### src/rtl/ov7670_pkg.sv
`default_nettype none
// ============================================================================
//  Module      : ov7670_pkg
//  Description : Shared types and widths for the OV7670 capture path.
//                Holds the capture FSM state encoding, the frame buffer
//                address and pixel widths, and the luma-to-pixel helper.
//  Revision    : 1.0 - initial release
// ============================================================================
package ov7670_pkg;

    // Frame buffer write address width (covers 640*480 linear addresses)
    localparam int ADDR_W     = 19;
    // Stored grayscale pixel width
    localparam int PIX_W      = 4;
    // Pixel-in-line counter width (covers 640 plus headroom for long lines)
    localparam int LINE_CNT_W = 10;

    // Capture FSM state encoding
    typedef enum logic [1:0] {
        IDLE       = 2'd0,
        WAIT_START = 2'd1,
        ACTIVE     = 2'd2
    } cap_state_t;

    // The stored pixel is the upper bits of the luma byte
    function automatic logic [PIX_W-1:0] luma_to_pixel(input logic [7:0] y);
        return y[7:8-PIX_W];
    endfunction

endpackage
`default_nettype wire

### src/rtl/cam_sync_edge.sv
`default_nettype none
// ============================================================================
//  Module      : cam_sync_edge
//  Description : Input stage for the OV7670 parallel bus. Registers VSYNC,
//                HREF and D[7:0] once, keeps a second copy of VSYNC and
//                HREF for edge detection, and presents VSYNC rise/fall and
//                HREF fall strobes aligned with the registered data.
//  Ports       : clk25      - camera PCLK
//                rst        - synchronous active-high reset
//                i_vsync    - raw VSYNC
//                i_href     - raw HREF
//                i_data     - raw D[7:0]
//                o_hr_q     - registered HREF
//                o_d_q      - registered data byte
//                o_vs_rise  - registered VSYNC went 0 -> 1
//                o_vs_fall  - registered VSYNC went 1 -> 0
//                o_hr_fall  - registered HREF went 1 -> 0
//  Revision    : 1.0 - initial release
// ============================================================================
module cam_sync_edge (
    input  logic       clk25,
    input  logic       rst,
    input  logic       i_vsync,
    input  logic       i_href,
    input  logic [7:0] i_data,
    output logic       o_hr_q,
    output logic [7:0] o_d_q,
    output logic       o_vs_rise,
    output logic       o_vs_fall,
    output logic       o_hr_fall
);

    logic       r_vs_q;
    logic       r_vs_qq;
    logic       r_hr_q;
    logic       r_hr_qq;
    logic [7:0] r_d_q;

    always_ff @(posedge clk25) begin
        if (rst) begin
            r_vs_q  <= 1'b0;
            r_vs_qq <= 1'b0;
            r_hr_q  <= 1'b0;
            r_hr_qq <= 1'b0;
            r_d_q   <= 8'h00;
        end else begin
            r_vs_q  <= i_vsync;
            r_vs_qq <= r_vs_q;
            r_hr_q  <= i_href;
            r_hr_qq <= r_hr_q;
            r_d_q   <= i_data;
        end
    end

    // Strobes are asserted in the same cycle the new level appears on the
    // registered copy, so the consumer sees the edge together with d_q.
    assign o_hr_q    = r_hr_q;
    assign o_d_q     = r_d_q;
    assign o_vs_rise =  r_vs_q & ~r_vs_qq;
    assign o_vs_fall = ~r_vs_q &  r_vs_qq;
    assign o_hr_fall = ~r_hr_q &  r_hr_qq;

endmodule
`default_nettype wire

### src/rtl/ov7670_capture.sv
`default_nettype none
// ============================================================================
//  Module      : ov7670_capture
//  Description : Camera-side frame buffer writer. Samples the OV7670
//                YUV422 byte stream, keeps the luma byte of every pixel and
//                writes its upper nibble as a 4-bit grayscale pixel at
//                row-major linear addresses 0 .. hRez*vRez-1.
//  Ports       : clk25        - camera PCLK, sole clock
//                rst          - synchronous active-high reset
//                capture_en   - capture enable, honoured at frame boundaries
//                cam_vsync    - OV7670 VSYNC (high between frames)
//                cam_href     - OV7670 HREF (high during active bytes)
//                cam_data     - OV7670 D[7:0]
//                frame_we     - frame buffer write strobe
//                frame_addr   - frame buffer write address
//                frame_pixel  - frame buffer write data (Y[7:4])
//                frame_done   - one-cycle pulse at end of a captured frame
//                err_line     - sticky: a line had pixel count != hRez
//                err_overflow - sticky: frame exceeded hRez*vRez pixels
//  Revision    : 1.0 - initial release
// ============================================================================
module ov7670_capture
    import ov7670_pkg::*;
#(
    parameter int hRez    = 640,
    parameter int vRez    = 480,
    parameter bit Y_FIRST = 1'b1
) (
    input  logic              clk25,
    input  logic              rst,
    input  logic              capture_en,
    input  logic              cam_vsync,
    input  logic              cam_href,
    input  logic [7:0]        cam_data,
    output logic              frame_we,
    output logic [ADDR_W-1:0] frame_addr,
    output logic [PIX_W-1:0]  frame_pixel,
    output logic              frame_done,
    output logic              err_line,
    output logic              err_overflow
);

    localparam int                    FRAME_PIXELS   = hRez * vRez;
    localparam logic [ADDR_W-1:0]     c_FRAME_PIXELS = ADDR_W'(FRAME_PIXELS);
    localparam logic [LINE_CNT_W-1:0] c_HREZ         = LINE_CNT_W'(hRez);
    // Byte phase on which the luma byte of a pixel pair arrives
    localparam logic                  c_LUMA_PHASE   = ~Y_FIRST;

    // ------------------------------------------------------------------
    // Input registers and edge strobes
    // ------------------------------------------------------------------
    logic       w_hr_q;
    logic [7:0] w_d_q;
    logic       w_vs_rise;
    logic       w_vs_fall;
    logic       w_hr_fall;

    cam_sync_edge u_sync (
        .clk25     (clk25),
        .rst       (rst),
        .i_vsync   (cam_vsync),
        .i_href    (cam_href),
        .i_data    (cam_data),
        .o_hr_q    (w_hr_q),
        .o_d_q     (w_d_q),
        .o_vs_rise (w_vs_rise),
        .o_vs_fall (w_vs_fall),
        .o_hr_fall (w_hr_fall)
    );

    // Only the upper nibble of the byte becomes pixel data
    logic w_unused_d_lo;
    assign w_unused_d_lo = ^w_d_q[3:0];

    // ------------------------------------------------------------------
    // Capture control
    // ------------------------------------------------------------------
    cap_state_t            r_state;
    logic [ADDR_W-1:0]     r_addr;
    logic [LINE_CNT_W-1:0] r_line_cnt;
    logic                  r_phase;

    // A VSYNC rise while HREF is still high closes the line as well as the
    // frame, so the length check still runs on a truncated last line.
    logic w_line_end;
    logic w_luma;

    assign w_line_end = w_hr_fall | (w_vs_rise & w_hr_q);
    assign w_luma     = w_hr_q & (r_phase == c_LUMA_PHASE);

    always_ff @(posedge clk25) begin
        if (rst) begin
            r_state      <= IDLE;
            r_addr       <= '0;
            r_line_cnt   <= '0;
            r_phase      <= 1'b0;
            frame_we     <= 1'b0;
            frame_addr   <= '0;
            frame_pixel  <= '0;
            frame_done   <= 1'b0;
            err_line     <= 1'b0;
            err_overflow <= 1'b0;
        end else begin
            frame_we   <= 1'b0;
            frame_done <= 1'b0;

            case (r_state)
                IDLE: begin
                    // Enable only takes effect at the start of a vsync gap
                    if (capture_en && w_vs_rise) begin
                        r_state <= WAIT_START;
                    end
                end

                WAIT_START: begin
                    if (w_vs_fall) begin
                        r_state      <= ACTIVE;
                        r_addr       <= '0;
                        r_line_cnt   <= '0;
                        r_phase      <= 1'b0;
                        err_line     <= 1'b0;
                        err_overflow <= 1'b0;
                    end
                end

                ACTIVE: begin
                    if (w_line_end) begin
                        if (r_line_cnt != c_HREZ) begin
                            err_line <= 1'b1;
                        end
                        r_line_cnt <= '0;
                        r_phase    <= 1'b0;
                    end else if (w_hr_q) begin
                        r_phase <= ~r_phase;
                        if (w_luma) begin
                            // Count every luma byte, written or not, so a
                            // full-length line past the buffer end is not
                            // also reported as a bad line.
                            if (r_line_cnt != '1) begin
                                r_line_cnt <= r_line_cnt + LINE_CNT_W'(1);
                            end
                            if (r_addr < c_FRAME_PIXELS) begin
                                frame_we    <= 1'b1;
                                frame_addr  <= r_addr;
                                frame_pixel <= luma_to_pixel(w_d_q);
                                r_addr      <= r_addr + ADDR_W'(1);
                            end else begin
                                err_overflow <= 1'b1;
                            end
                        end
                    end

                    // Address is never realigned per line: short or long
                    // lines simply shift the rest of the frame.
                    if (w_vs_rise) begin
                        frame_done <= 1'b1;
                        r_state    <= capture_en ? WAIT_START : IDLE;
                    end
                end

                default: begin
                    r_state <= IDLE;
                end
            endcase
        end
    end

endmodule
`default_nettype wire

### config.mk
export PLATFORM = sky130hd
export DESIGN_NAME = ov7670_capture
export DESIGN_NICKNAME = d
export VERILOG_FILES = /design/src/rtl/ov7670_pkg.sv /design/src/rtl/cam_sync_edge.sv /design/src/rtl/ov7670_capture.sv
export SDC_FILE = /design/constraint.sdc
export NUM_CORES = 1
export LEC_CHECK = 0
export ABC_CLOCK_PERIOD_IN_PS = 3350
export CORE_MARGIN = 8
export CORE_UTILIZATION = 60
export CTS_BUF_LIST = sky130_fd_sc_hd__clkbuf_8
export CTS_CLUSTER_SIZE = 12
export DETAILED_ROUTE_END_ITERATION = 8
export PLACE_DENSITY = 0.95
export SYNTH_ARGS = -nofsm -noshare
export SYNTH_HDL_FRONTEND = slang
export SYNTH_SLANG_ARGS = --single-unit
export TNS_END_PERCENT = 5
### constraint.sdc
create_clock -name clk25 -period 3.35 [get_ports clk25]
set_input_delay 0.67 -clock clk25 [delete_from_list [all_inputs] [get_ports clk25]]
set_output_delay 0.67 -clock clk25 [all_outputs]
set_load 0.01 [all_outputs]
==> results of run 1 <==
-- critical path, stage by stage (launching register included) --
cell and delay [ns]:
dfxtp_1 0.35, inv_1 0.10, ha_1 0.54, nand4b_1 0.34, nand2b_1 0.65, nand2_1 0.27, a21oi_1 0.10
-- per-layer routing --
layer | up-vias | global-route usage | wire, µm
li1 | 1361 | - | -
met1 | 1309 | 0.198 | 2830
met5 | - | 0 | 0
met2 | 81 | 0.330 | 3490
met3 | 15 | 0.0544 | 435
met4 | 0 | 0.0906 | 123
-- through the flow --
step	worst slack, ns	util	area, µm²	hold slack (ns)	power, mW
6_report	0.841	0.720	3630	0.439	1.67
5_1_grt	0.619	0.720	3630	0.465	1.74
4_1_cts	0.787	0.720	3630	0.446	1.68
3_5_place_dp	0.859	0.682	3440	0.435	1.03
3_3_place_gp	1.01	0.682	3440	0.422	1.02
2_1_floorplan	1.43	-	3090	0.417	0.980
-- area by class of cell --
class / instances / area (µm²) / area share
flip-flops and latches: 67 / 1340 / 0.369
clock inverters: 7 / 68.8 / 0.0190
multi-input cells: 275 / 1640 / 0.452
inverters: 6 / 22.5 / 0.00620
clock buffers: 9 / 124 / 0.0341
well taps: 70 / 87.6 / 0.0241
repair buffers: 35 / 345 / 0.0951
-- cells in the final DEF, fill, tap and decap left out, drive strengths merged, types with 4 or more instances in the layout --
cell / count
clkinv: 4
clkbuf: 9
nand2: 67
and4: 7
nor2b: 8
and3: 6
a21oi: 46
nor3: 8
nand2b: 5
xnor2: 6
or3: 7
ha: 8
a31oi: 6
nand3: 11
clkdlybuf4s50: 34
a41oi: 4
dfxtp: 67
o21ai: 11
nor2: 26
nand4: 6
inv: 6
-- cell families (layout without fill, tap and decap cells) --
| kind of cell | after synthesis | count (layout) | share of synthesized area |
|---|---|---|---|
| multiplexers | 4 | 4 | 0.0134 |
| AND/OR/NAND/NOR | 169 | 169 | 0.284 |
| adder cells (fa/ha/maj) | 8 | 8 | 0.0324 |
| XOR/XNOR | 8 | 8 | 0.0227 |
| buffers and inverters | 23 | 57 | 0.0344 |
| AO/OA/AOI/OAI | 86 | 86 | 0.179 |
| flip-flops | 67 | 67 | 0.434 |
-- where the power goes --
group	switching (mW)	total, mW	leakage, nW	internal [mW]
combinational	0.117	0.190	0.591	0.0736
clock	0.312	0.652	0.0950	0.340
sequential	0.0130	0.822	0.542	0.809
-- flip-flops by register name, indices dropped and copies added (netlist names), 2 cells and up --
name,flops
frame_addr,19
r_addr,19
r_line_cnt,10
frame_pixel,4
u_sync.o_d_q,4
r_state,2
-- worst paths after layout --
| kind | start | cells past startpoint | end |
|---|---|---|---|
| worst max-delay path | r_state[0] | 6 | frame_addr[4] |
| worst min-delay path | u_sync.o_d_q[6] | 2 | frame_pixel[2] |
| worst max register to register | r_state[0] | 6 | frame_addr[4] |
| worst min register to register | u_sync.o_d_q[6] | 2 | frame_pixel[2] |
==> flow_summary.ini, run 1 <==
[status]
status = completed

[clock_network]
clkTransAtPathRegs_ns = 0.07
cts.htree.levels = 3
cts_resized = 0
clk_latency_ns = 0.35
cts_setup_buffers = 0
cts_made_buffers = 9
clk_path_buf_depth = 2
clock_sinks = 67
cts_tree = yes
root_buffer = clkbuf_8
cts.hold.buffers_added = 0

[synthesis]
syn-cell-area_um2 = 3090
synth.area.top_cells = dfxtp_1, nand2_1, a21oi_1
async_flop_share = 0
synth_edf_count = 0
ys_ff_latch = 67
syn_nets = 386
yosys.area.top_type = dfxtp_1
synth_cell_types = 57
seq_area_frac_synth = 0.434
synth_top_area_share = 0.434
synth-main-ff-cell = dfxtp_1
avgSynthCellArea_um2 = 8.46
syn_inst = 365
synth_warnings = 0
synth_commonest_cells = dfxtp_1, nand2_1, a21oi_1

[floorplan]
die_x_um = 87.8
die-area_um2 = 7700
core_area_um2 = 5040
rows = 26
ios = 40
start_util = 0.613
die_h_um = 87.8

[timing]
worst_slew_pin_slew_ns = 0.879
min_period_over_period = 0.749
skew_ns = 0.00850
totalNegativeSetupSlack_ns = 0
rsz0062_at_grt = false
drv_slew = 0
hold_violations = 0
slew-limit-headroom = 0.414
period_needed_ns = 2.51
finalSetupViolCount = 0
timing.fmax_mhz = 399

[route]
drt-initial-drc-count = 192
routed_wl_mm = 6.88
dr.pass1.iters = 4
wl_per_cell_um = 14.7
remaining_drc_errors = 0
drt.antenna.violating_nets = 0
avgViaCountPerCell = 5.90
dr_total_vias = 2766

[flow_run]
cap_violations = 0

[setup_path]
reg2reg_slack_ns = 0.84
crit_type = flop to flop
end_kind = flop
critPathMaxFanout = 24
required_ns = 3.54
critical_path_arrival_ns = 2.70
crit_path_start_kind = flop

[global_routing]
grt_pass1_wl_mm = 11.4
antenna_found_initial = 0
grt_max_degree = 53
globalRoute.totalOverflow = 0
grt_usage = 0.187
first_global_vias = 2565

[final_layout]
fin_cells = 469
nFillCells = 374
layout.nets = 415
num_antenna_cells = 0
areaGrowthSynthToFinish_pct = 17.5
layout-drive-gt1-share = 0.100

[placed_design]
gp_congestion = 0.895
place_inst = 453
dp_hpwl_mm = 4.78
port_buffers = 35

[worst_hold_path]
hold_class = flop to flop

[power]
p_leak_nw = 1.23
peakVddDrop_uv = 207
p_per_area_nw_per_um2 = 459
No activity file was read; power rests on OpenSTA's default activity.
==> run 2: changes to the inputs <==
--- a/config.mk
+++ b/config.mk
@@ -5,13 +5,13 @@
 export SDC_FILE = /design/constraint.sdc
 export NUM_CORES = 1
 export LEC_CHECK = 0
-export ABC_CLOCK_PERIOD_IN_PS = 3350
+export ABC_CLOCK_PERIOD_IN_PS = 2600
 export CORE_MARGIN = 8
-export CORE_UTILIZATION = 60
+export CORE_UTILIZATION = 57
 export CTS_BUF_LIST = sky130_fd_sc_hd__clkbuf_8
 export CTS_CLUSTER_SIZE = 12
 export DETAILED_ROUTE_END_ITERATION = 8
-export PLACE_DENSITY = 0.95
+export PLACE_DENSITY = 0.93
 export SYNTH_ARGS = -nofsm -noshare
 export SYNTH_HDL_FRONTEND = slang
 export SYNTH_SLANG_ARGS = --single-unit
==> constraint.sdc (replaced) <==
create_clock -name clk25 -period 2.6 [get_ports clk25]
set_input_delay 0.52 -clock clk25 [delete_from_list [all_inputs] [get_ports clk25]]
set_output_delay 0.52 -clock clk25 [all_outputs]
set_load 0.01 [all_outputs]
==> flow_summary.ini, run 2 (synthesized netlist as in run 1, its figures left out) <==
[placed_design]
pre_cts_ws_ns = 0.449
dp_hpwl_mm = 4.74
gp_congestion = 0.876
port_buffers = 35

[setup_path]
required_ns = 2.87
worstPathCellList = inv_1 -> ha_1 -> and4bb_2 -> a22o_2 -> a21oi_2 -> or4_1 -> a21oi_1
slowest_stage = or4_1
end_kind = flop
cp.buffers_inverters = 1
critPathMaxFanout = 10
crit_path_start_kind = flop
critical_path_arrival_ns = 2.48
cpPeakStageDelay_ns = 0.52
crit_type = flop to flop
crit_family = simple AND/OR/NAND/NOR gates

[power]
p_leak_nw = 1.25
p_per_area_nw_per_um2 = 593
peakVddDrop_uv = 291
power_mw = 2.18

[timing]
rsz0062_at_grt = false
totalNegativeSetupSlack_ns = 0
timing.final.ws_setup_ns = 0.396
finalSetupViolCount = 0
drv_slew = 0
hold_violations = 0
slew-limit-headroom = 0.541
skew_ns = 0.00852
timing.fmax_mhz = 454
period_needed_ns = 2.20
min_period_over_period = 0.848
worst_slew_pin_slew_ns = 0.685

[route]
routed_wl_mm = 6.79
wl_per_cell_um = 14.3
avgViaCountPerCell = 5.73
drt-initial-drc-count = 248
dr.pass1.iters = 5
remaining_drc_errors = 0
drt.antenna.violating_nets = 0
dr_total_vias = 2724

[final_layout]
num_antenna_cells = 0
layout-drive-gt1-share = 0.109
layout.nets = 419
reg_top3 = frame_addr: 19 flops, r_addr: 19 flops, r_line_cnt: 10 flops
areaGrowthSynthToFinish_pct = 18.9
final_cell_mix = nand2_1, dfxtp_1, a21oi_1, clkdlybuf4s50_1, nor2_1

[floorplan]
start_util = 0.575
core_area_um2 = 5370
rows = 27
die_h_um = 89.6
die-area_um2 = 8030
ios = 40
die_x_um = 89.6

[global_routing]
grt_pass1_wl_mm = 11.4
globalRoute.totalOverflow = 0
grt_usage = 0.184
antenna_found_initial = 0
first_global_vias = 2522
grt_max_degree = 32

[status]
status = completed

[flow_run]
cap_violations = 0

[clock_network]
clock_sinks = 67
cts.htree.levels = 3
cts_made_buffers = 9
clk_path_buf_depth = 2
root_buffer = clkbuf_8
cts_setup_buffers = 0
clk_latency_ns = 0.35
cts.hold.buffers_added = 0
clkTransAtPathRegs_ns = 0.07
cts_tree = yes
cts_resized = 0

[worst_hold_path]
hold_class = flop to flop
[run 2: cell types whose count changed in the layout (fill, tap and decap cells not counted), sizes merged]
cell,before,now
buf,1,5
clkbuf,9,10
clkinvlp,2,1
[run 2: worst min-delay path, stage by stage, from the launching register on]
cell and delay [ns]:
dfxtp_1 0.30, nand2_1 0.04, a21oi_1 0.05
[run 2: through the flow]
| step | util | hold slack (ns) | instance area [µm²] | cells |
|---|---|---|---|---|
| after global placement | 0.646 | 0.425 | 3470 | 459 |
| after detailed placement | 0.646 | 0.434 | 3470 | 459 |
| after floorplan | - | 0.417 | 3090 | 365 |
| after global routing | 0.684 | 0.459 | 3670 | 475 |
| final | 0.684 | 0.432 | 3670 | 475 |
| after CTS | 0.684 | 0.437 | 3670 | 475 |
[run 2: per-layer routing]
layer / global-route usage / part of all wire / wire length [µm] / vias up
met1: 0.195 / 0.42 / 2850 / 1257
met3: 0.0546 / 0.062 / 418 / 17
li1: - / - / - / 1371
met2: 0.322 / 0.50 / 3370 / 79
met4: 0.0982 / 0.023 / 157 / 0
met5: 0 / 0 / 0 / -
[run 2: power by group]
| part | total (mW) | internal (mW) | switching [mW] |
|---|---|---|---|
| clock network | 0.866 | 0.468 | 0.399 |
| logic | 0.251 | 0.0983 | 0.153 |
| registers | 1.06 | 1.04 | 0.0169 |
[run 2: area by class of cell]
class	count	area (µm²)
fillers	428	1700
multi-input cells	275	1640
flip-flops and latches	67	1340
repair buffers	39	375
clock buffers	10	138
well taps	72	90.1
clock inverters	6	65.1
inverters	6	22.5
[run 2: final timing paths]
| kind | from | endpoint | slack [ns] | depth (start not counted) |
|---|---|---|---|---|
| max reg2reg | r_state[0] | r_addr[14] | 0.40 | 7 |
| min reg2reg | u_sync.o_d_q[7] | frame_pixel[3] | 0.43 | 2 |
| min | u_sync.o_d_q[7] | frame_pixel[3] | 0.43 | 2 |
| max | r_state[0] | r_addr[14] | 0.40 | 7 |
==> run 3: changes to the inputs <==
--- a/config.mk
+++ b/config.mk
@@ -5,7 +5,7 @@
 export SDC_FILE = /design/constraint.sdc
 export NUM_CORES = 1
 export LEC_CHECK = 0
-export ABC_CLOCK_PERIOD_IN_PS = 2600
+export ABC_CLOCK_PERIOD_IN_PS = 2300
 export CORE_MARGIN = 8
 export CORE_UTILIZATION = 57
 export CTS_BUF_LIST = sky130_fd_sc_hd__clkbuf_8
==> constraint.sdc (replaced) <==
create_clock -name clk25 -period 2.3 [get_ports clk25]
set_input_delay 0.46 -clock clk25 [delete_from_list [all_inputs] [get_ports clk25]]
set_output_delay 0.46 -clock clk25 [all_outputs]
set_load 0.01 [all_outputs]
==> flow_summary.ini, run 3 (synthesized netlist as in run 1, its figures left out) <==
[status]
status = completed

[global_routing]
antenna_found_initial = 0
grt_max_degree = 34
grt_pass1_wl_mm = 11.4
grt_usage = 0.182
globalRoute.totalOverflow = 0
first_global_vias = 2502

[placed_design]
place_inst = 460
pre_cts_ws_ns = 0.154
place_area_um2 = 3490
port_buffers = 35
dp_hpwl_mm = 4.81
gp_congestion = 0.879

[final_layout]
fin_area_um2 = 3690
postLayoutCoreUtil = 0.687
nFillCells = 420
multi_input_area_um2 = 1640
layout-drive-gt1-share = 0.109
areaGrowthSynthToFinish_pct = 19.5
fin_cells = 475
reg_top3 = frame_addr: 19 flops, r_addr: 19 flops, r_line_cnt: 10 flops
num_antenna_cells = 0
ff_latch_area_um2 = 1340
layout.nets = 420
final_cell_mix = nand2_1, dfxtp_1, a21oi_1, clkdlybuf4s50_1, nor2_1

[timing]
timing.final.ws_setup_ns = 0.128
min_period_over_period = 0.944
period_needed_ns = 2.17
totalNegativeSetupSlack_ns = 0
timing.fmax_mhz = 460
slew-limit-headroom = 0.562
rsz0062_at_grt = false
drv_slew = 0
hold-worst-slack_ns = 0.444
finalSetupViolCount = 0
hold_violations = 0
skew_ns = 0.00911
worst_slew_pin_slew_ns = 0.655

[clock_network]
cts.htree.levels = 3
root_buffer = clkbuf_8
cts.hold.buffers_added = 0
clkTransAtPathRegs_ns = 0.07
clock_sinks = 67
cts_made_buffers = 9
clk_path_buf_depth = 2
cts_setup_buffers = 0
cts_tree = yes
cts_resized = 0
clk_latency_ns = 0.35

[flow_run]
cap_violations = 0

[route]
wl_per_cell_um = 14.4
dr.pass1.iters = 4
avgViaCountPerCell = 5.78
drt.antenna.violating_nets = 0
drt-initial-drc-count = 171
dr_total_vias = 2747
routed_wl_mm = 6.82
remaining_drc_errors = 0

[floorplan]
ios = 40
die-area_um2 = 8030
rows = 27
core_area_um2 = 5370
die_h_um = 89.6
die_x_um = 89.6
start_util = 0.575

[setup_path]
cpPeakStageDelay_ns = 0.53
end_kind = flop
worstPathCellList = inv_1 -> ha_1 -> and4bb_2 -> a22o_2 -> a21oi_2 -> or4_1 -> a21oi_1
rr_startpoint = r_state[1]
reg2reg_slack_ns = 0.13
slowest_stage = or4_1
r2r_end = r_addr[14]
crit_path_start_kind = flop
r2r_cells = 7
crit_type = flop to flop
critPathLaunch = r_state[1]
required_ns = 2.58
critPathMaxFanout = 7
critical_path_arrival_ns = 2.45
crit_path_end = r_addr[14]

[power]
p_per_area_nw_per_um2 = 671
power_mw = 2.48
peakVddDrop_uv = 457
p_leak_nw = 1.26

[worst_hold_path]
hold_depth = 2
hold_class = flop to flop
[run 3: changes by cell type in the layout (fill, tap and decap cells not counted)]
cell and delta:
clkinv_2 -1, clkbuf_8 +1, clkinvlp_4 +1, buf_12 +1, clkinv_4 -2
[run 3: critical path: cells and delay by family, from the launching register on]
| family | cells | cell delay, ns |
|---|---|---|
| adder cells (fa/ha/maj) | 1 | 0.28 |
| flip-flops | 1 | 0.38 |
| AO/OA/AOI/OAI | 3 | 0.47 |
| AND/OR/NAND/NOR | 2 | 0.88 |
| buffers and inverters | 1 | 0.10 |
[run 3: metal layers]
layer / track usage / vias up / share of wire
met4: 0.0785 / 0 / 0.016
met2: 0.317 / 77 / 0.50
li1: - / 1363 / -
met1: 0.204 / 1292 / 0.42
met5: 0 / - / 0
met3: 0.0473 / 15 / 0.057
[run 3: report_power, final]
part           internal [mW]  switching, mW
Sequential              1.18         0.0194
Combinational          0.113          0.171
Clock                  0.551          0.443
[run 3: worst min path at each step]
stage,start,to
floorplan,u_sync.o_d_q[4],frame_pixel[0]
global placement,u_sync.o_d_q[6],frame_pixel[2]
detailed placement,u_sync.o_d_q[4],frame_pixel[0]
CTS,u_sync.o_d_q[6],frame_pixel[2]
global route,u_sync.o_d_q[4],frame_pixel[0]
finish,u_sync.o_d_q[4],frame_pixel[0]
[run 3: cell type report]
class,count,share of cell area
Sequential cell,67,0.363
Timing Repair Buffer,40,0.107
Inverter,6,0.00610
Clock inverter,4,0.0136
Clock buffer,11,0.0410
Tap cell,72,0.0244
Multi-Input combinational cell,275,0.445
